### src/rtl/fp_mul_result_buffer_pkg.sv
// Shared definitions for the half-precision multiplier result path.
// Flag bit positions are the single source for every consumer of the class-flag vector.
package fp_mul_result_buffer_pkg;

    localparam int SNAN      = 0;
    localparam int QNAN      = 1;
    localparam int INFINITY  = 2;
    localparam int ZERO      = 3;
    localparam int SUBNORMAL = 4;
    localparam int NORMAL    = 5;
    localparam int LAST_FLAG = 6;

    typedef struct packed {
        logic nan;
        logic inf;
        logic zero;
    } classHits_t;

    // Signalling and quiet NaNs share one counter.
    function automatic classHits_t classify(input logic [LAST_FLAG-1:0] flags);
        classHits_t hits;
        hits.nan  = flags[SNAN] | flags[QNAN];
        hits.inf  = flags[INFINITY];
        hits.zero = flags[ZERO];
        return hits;
    endfunction

endpackage

### src/rtl/fp_mul_result_buffer_sync_fifo.sv
// fp_sync_fifo: first-word-fall-through FIFO with occupancy output and synchronous flush.
// Head word is visible combinationally; reads as zero while empty.
module fp_sync_fifo #(
    parameter int WIDTH = 16,
    parameter int DEPTH = 4
) (
    input  logic                       clk,
    input  logic                       rst,
    input  logic                       flush,
    input  logic                       push,
    input  logic                       pop,
    input  logic [WIDTH-1:0]           wrData,
    output logic [WIDTH-1:0]           rdData,
    output logic [$clog2(DEPTH):0]     level,
    output logic                       full,
    output logic                       empty
);

    localparam int AW = $clog2(DEPTH);

    logic [WIDTH-1:0] mem [DEPTH];
    logic [AW-1:0]    wrPtr;
    logic [AW-1:0]    rdPtr;
    logic             doPush;
    logic             doPop;

    assign full  = (level == (AW+1)'(DEPTH));
    assign empty = (level == '0);

    // Flush wins over both ports; push is refused when full, pop when empty.
    assign doPush = push & ~full  & ~flush;
    assign doPop  = pop  & ~empty & ~flush;

    always_ff @(posedge clk or posedge rst) begin
        if (rst) begin
            wrPtr <= '0;
            rdPtr <= '0;
            level <= '0;
        end else if (flush) begin
            wrPtr <= '0;
            rdPtr <= '0;
            level <= '0;
        end else begin
            if (doPush) wrPtr <= wrPtr + AW'(1);
            if (doPop)  rdPtr <= rdPtr + AW'(1);
            if (doPush && !doPop)
                level <= level + (AW+1)'(1);
            else if (doPop && !doPush)
                level <= level - (AW+1)'(1);
        end
    end

    always_ff @(posedge clk) begin
        if (doPush) mem[wrPtr] <= wrData;
    end

    assign rdData = empty ? '0 : mem[rdPtr];

endmodule

### src/rtl/fp_mul_result_buffer.sv
// Result buffer behind the half-precision multiplier: FWFT queue plus sticky flags and
// saturating NaN/Inf/Zero counters. in_ready tracks only FIFO fullness, never out_ready.
module fp_mul_result_buffer
    import fp_mul_result_buffer_pkg::*;
#(
    parameter int NEXP  = 5,
    parameter int NSIG  = 10,
    parameter int DEPTH = 4,
    parameter int CNTW  = 8
) (
    input  logic                       clk,
    input  logic                       rst,
    input  logic                       flush,
    input  logic                       clr_stat,
    input  logic                       in_valid,
    output logic                       in_ready,
    input  logic [NEXP+NSIG:0]         in_p,
    input  logic [LAST_FLAG-1:0]       in_flags,
    output logic                       out_valid,
    input  logic                       out_ready,
    output logic [NEXP+NSIG:0]         out_p,
    output logic [LAST_FLAG-1:0]       out_flags,
    output logic [$clog2(DEPTH):0]     level,
    output logic [LAST_FLAG-1:0]       sticky_flags,
    output logic [CNTW-1:0]            nan_cnt,
    output logic [CNTW-1:0]            inf_cnt,
    output logic [CNTW-1:0]            zero_cnt
);

    localparam int PW = NEXP + NSIG + 1;
    localparam int EW = PW + LAST_FLAG;

    logic          fifoFull;
    logic          fifoEmpty;
    logic          pushReq;
    logic          popReq;
    logic          accept;
    logic [EW-1:0] headWord;
    classHits_t    hits;

    assign in_ready  = ~fifoFull;
    assign out_valid = ~fifoEmpty;
    assign pushReq   = in_valid & in_ready;
    assign popReq    = out_valid & out_ready;
    // A flushed cycle captures nothing, so it must not count either.
    assign accept    = pushReq & ~flush;
    assign hits      = classify(in_flags);

    fp_sync_fifo #(
        .WIDTH (EW),
        .DEPTH (DEPTH)
    ) uFifo (
        .clk    (clk),
        .rst    (rst),
        .flush  (flush),
        .push   (pushReq),
        .pop    (popReq),
        .wrData ({in_flags, in_p}),
        .rdData (headWord),
        .level  (level),
        .full   (fifoFull),
        .empty  (fifoEmpty)
    );

    assign {out_flags, out_p} = headWord;

    function automatic logic [CNTW-1:0] nextCount(input logic [CNTW-1:0] cur,
                                                  input logic            hit,
                                                  input logic            clr);
        logic [CNTW-1:0] base;
        base = clr ? '0 : cur;
        if (hit && (base != {CNTW{1'b1}}))
            return base + CNTW'(1);
        return base;
    endfunction

    always_ff @(posedge clk or posedge rst) begin
        if (rst) begin
            sticky_flags <= '0;
            nan_cnt      <= '0;
            inf_cnt      <= '0;
            zero_cnt     <= '0;
        end else begin
            if (clr_stat)
                sticky_flags <= accept ? in_flags : '0;
            else if (accept)
                sticky_flags <= sticky_flags | in_flags;
            nan_cnt  <= nextCount(nan_cnt,  accept & hits.nan,  clr_stat);
            inf_cnt  <= nextCount(inf_cnt,  accept & hits.inf,  clr_stat);
            zero_cnt <= nextCount(zero_cnt, accept & hits.zero, clr_stat);
        end
    end

endmodule

### config.mk
export PLATFORM = sky130hd
export DESIGN_NAME = fp_mul_result_buffer
export DESIGN_NICKNAME = d
export VERILOG_FILES = /design/src/rtl/fp_mul_result_buffer_pkg.sv /design/src/rtl/fp_mul_result_buffer_sync_fifo.sv /design/src/rtl/fp_mul_result_buffer.sv
export SDC_FILE = /design/constraint.sdc
export NUM_CORES = 1
export LEC_CHECK = 0
export ABC_CLOCK_PERIOD_IN_PS = 2250
export CAP_MARGIN = 20
export CELL_PAD_IN_SITES_DETAIL_PLACEMENT = 0
export CELL_PAD_IN_SITES_GLOBAL_PLACEMENT = 1
export CORE_AREA = 2 2 117 119
export CTS_BUF_LIST = sky130_fd_sc_hd__clkbuf_4
export DETAILED_ROUTE_END_ITERATION = 12
export DIE_AREA = 0 0 119 121
export GPL_ROUTABILITY_DRIVEN = 0
export PLACE_DENSITY_LB_ADDON = 0.12
export SYNTH_ARGS = -nofsm -noshare
export SYNTH_HDL_FRONTEND = slang
export SYNTH_SLANG_ARGS = --single-unit
export TNS_END_PERCENT = 30
### constraint.sdc
create_clock -name clk -period 2.25 [get_ports clk]
set_clock_uncertainty 0.15 [all_clocks]
set_input_delay 0.3375 -clock clk [delete_from_list [all_inputs] [get_ports clk]]
set_output_delay 0.3375 -clock clk [all_outputs]
set_load 0.01 [all_outputs]
==> results, run 1 <==
- The die is roughly 120 µm wide.
- The die area is about 14000 µm².
- The portion of total power attributed to the clock network is 0.236.
- The final number of setup-violating endpoints is 22.
- The clock sink count is between 100 and 150.
- The count of pins over their slew limit was 0.
- The CTS tree is built.
- The analysis attributes to cell leakage a power of about 2.8 nW.
- The via count of the first global-routing pass is between 3k and 4k.
- Yosys mapped a number of flops with a built-in enable equal to 88.
- Counting flops and latches in the post-synthesis netlist gives roughly 130.
- The buffer levels on the longest clock path is 2.
- The flow ran to the end, but the final reports show violations.
- In the final routed layout, each cell accounts on average for roughly 17 µm.
- The number of vias after detailed routing is approximately 3.5k.
- Counting the fill cells in the layout gives 1057.
- The DRC violation total after the first TritonRoute iteration is approximately 190.
- The maximum cell stage delay along the critical path is ~0.52 ns.
- For the pin with the worst max-slew slack, the measured transition is approximately 0.52 ns.
- The kind of end point of the critical path is a primary output.
- The cell family with the largest share of critical-path delay is flip-flops.
- The die span in y is 121 µm.
- The critical setup path kind is reg -> out.
- Max-cap violations in this run came to 0.
- Once routing completed, OpenROAD measured the worst setup slack at -0.267 ns.
- The count of input and output buffers is 84.
- After clock tree synthesis, the clock-pin slew on the worst setup and hold paths is ~0.11 ns.
- The maximum vdd ir drop is roughly 0.33 mV.
- The number of antenna violations at the first check in global routing is 1.
- The synthesis-to-layout area growth is 36.2%.
- The row count is 42.
- Traced cell by cell, the critical path runs through buf_6 -> buf_6 -> mux4_2 -> and2_4 -> buf_6.
- The final hold violation count is 0.
- The ratio of cells with drive above 1 in the final layout is 0.347.
- Once detail routing completed, the nets flagged for antenna violations numbered 0.
- The most used flip-flop cell after synthesis is edfxtp_1.
- The minimum period implied by the final worst setup slack is 2.52 ns.
- The total iterations of the first detailed-routing run is 4.
- STA classifies the critical path startpoint as a register.
- The checks that failed: negative setup slack.
- Across every metal layer, demand over resource in global routing totals 0.174.
- The total CTS buffers is 17.
- Prior to clock tree synthesis, the placed netlist has a worst setup slack of -0.252 ns.
- The worst min-delay path class is in -> async.
- The post-synthesis average cell area is 15.4 µm².
- For this run, design rule violations remaining after detail routing come to 0.
- Cell internal power was estimated by the tool at between 4 and 5 mW.
- The cell area after synthesis is 5420 µm².
- Synthesis handed over a netlist of roughly 350 instances.
- For this configuration, the core starts out at a cell density of 0.414.
- The slowest stage of the critical path is the dfrtp_2 cell.
- The tree is rooted in a clkbuf_4.
- The share of the cycle needed by the critical path after routing is 1.12.
- The switching component of the power is between 1.5 and 2 mW.
- In the layout the commonest cells are 88 x edfxtp_1, 60 x clkdlybuf4s50_1, 47 x buf_4, 36 x dfrtp_1, 25 x buf_6.
- The overflow left after global routing is 0.
- The proportion of total power due to net switching is 0.279.
- The pin count of the biggest net entering global routing is 38.
- Excluding fillers, the count of instances in the completed layout stands at 695.
- The power per standard cell area is 933 nW/µm².
- The total wire length after detailed routing is ~12000 µm.
- Yosys mapped the design onto 45 distinct sky130hd cell types.
- Summed over all nets, the half-perimeter wirelength after detailed placement is 8150 µm.
- The clock latency of the later-clocked register in the worst-skew pair is ~0.5 ns.
- The number of instances in the placed design is ~650.
- The share of flip-flops with an asynchronous set or reset is 0.296.
- The number of buffers and inverters on the critical path is 3.
- The most common cell after layout, fill and taps aside is edfxtp_1.
- Timing would allow up to around 0.40 GHz.
- STA puts the critical path data arrival time at between 2 and 2.5 ns.
- The sequential area share after synthesis is 0.659.
- The library cell appearing most often on the critical path is buf_6.
- In this run the standard cell core region covers 13100 µm².
- STA puts the critical path data required time at between 1.5 and 2 ns.
- When the netlist entered floorplanning its net count stood at between 300 and 400.
- The top fanout value on the critical path is 6.
- Of the total power, combinational logic draws 0.367.
- The per-cell via count in the routed design is 4.99.
- Measured against its own limit, the worst slew margin works out to 0.649.
- The number of primary I/O pins is 85.
- The global-route wire length before repair is 18900 µm.
- For this run, the number of Yosys warnings is 0.
- The share of total power dissipated in sequential elements is 0.397.
- Setup repair after global routing could not meet its margin everywhere.
- The H-tree level count is 4.
- The final net count is around 540.
## worst min-delay path: cells and delay by family
family | cells | cell delay, ns
buffers and inverters | 3 | 0.86
## power groups by stage
stage	logic [mW]	registers, mW	clock network (mW)
floorplan	1.09	2.77	0
global placement	2.21	2.77	0
detailed placement	2.24	2.77	0
CTS	2.43	2.74	1.68
global route	2.74	2.75	1.78
finish	2.52	2.73	1.63
## metrics by stage
stage	area (µm²)	TNS, ns	power [mW]	hold WS, ns	utilization
2_1_floorplan	5430	-0.159	3.86	0.270	-
3_3_place_gp	6920	-5.20	4.98	0.345	0.529
3_5_place_dp	6920	-5.69	5.01	0.350	0.529
4_1_cts	7330	-6.66	6.84	0.0603	0.560
5_1_grt	7380	-7.54	7.27	0.0795	0.564
6_report	7380	-4.65	6.89	0.0915	0.564
## metal layers
| layer | GRT usage | share of wire | vias up |
|---|---|---|---|
| met5 | 0 | 0 | - |
| met4 | 0.0551 | 0.0060 | 0 |
| met3 | 0.0597 | 0.048 | 4 |
| met2 | 0.287 | 0.51 | 88 |
| met1 | 0.216 | 0.44 | 1726 |
| li1 | - | - | 1651 |
## cells in the mapped netlist, drive strengths merged (10+ instances only)
cell type  count  share of area
nand2         14         0.0097
nor4          10          0.014
and2          24          0.028
nand3         11          0.013
nor2b         14          0.016
mux4          22          0.091
edfxtp        88           0.49
inv           12         0.0083
mux2          11          0.023
dfrtp         37           0.17
nor2          18          0.012
a21oi         10         0.0092
## worst paths after layout
check | cells past startpoint | slack [ns] | end | startpoint
min in group clk | 1 | 0.32 | uFifo.mem[0][10] | in_p[10]
max in group asynchronous | 3 | 1.48 | uFifo.rdPtr[0] | rst
worst max register to register | 7 | 0.04 | uFifo.level[2] | uFifo.level[1]
worst min-delay path | 3 | 0.09 | nan_cnt[6] | rst
worst max-delay path | 5 | -0.27 | out_p[6] | uFifo.rdPtr[0]
worst min register to register | 1 | 0.39 | sticky_flags[4] | sticky_flags[4]
## final cells by class
type	count	area, µm²	share of cell area
timing repair buffer	149	1460	0.198
sequential	125	3570	0.484
multi-input combinational	200	1780	0.241
clock inverter	11	143	0.0193
inverter	12	45.0	0.00610
antenna	1	2.50	0.000339
tap	176	220	0.0298
clock buffer	21	158	0.0214
## sequential cells by signal (all words and copies together) (netlist names)
signal / count
uFifo.mem: 88
uFifo.level: 3
sticky_flags: 6
nan_cnt: 8
inf_cnt: 8
zero_cnt: 8
uFifo.wrPtr: 2
uFifo.rdPtr: 2
## cells by family after synthesis
group,after synthesis,synth area share
fa+ha+maj,8,0.0199
buf+inv,28,0.0238
compound gates,27,0.0333
flops,125,0.659
mux,34,0.116
xor+xnor,11,0.0178
simple gates,120,0.131
## timing repair
item | in CTS | in global routing
endpoints found under the hold margin | 0 | 0
hold buffers | 0 | 0
buffers inserted | 9 | 0
gates resized for setup | 121 | 18
setup endpoints to repair | 24 | 24
cloned | 1 | 0
pin swaps | 22 | 0
(Power assumes the default switching activity.)
==> run 2: changes to the inputs <==
- CAP_MARGIN: 20 -> 15
==> results of run 2 <==
Same layout as run 1: the final DEF is identical, and so are final timing and power.
==> run 3: changes to the inputs <==
- SLEW_MARGIN: default -> 10
==> results of run 3 <==
Same layout as run 1: the final DEF is identical, and so are final timing and power.
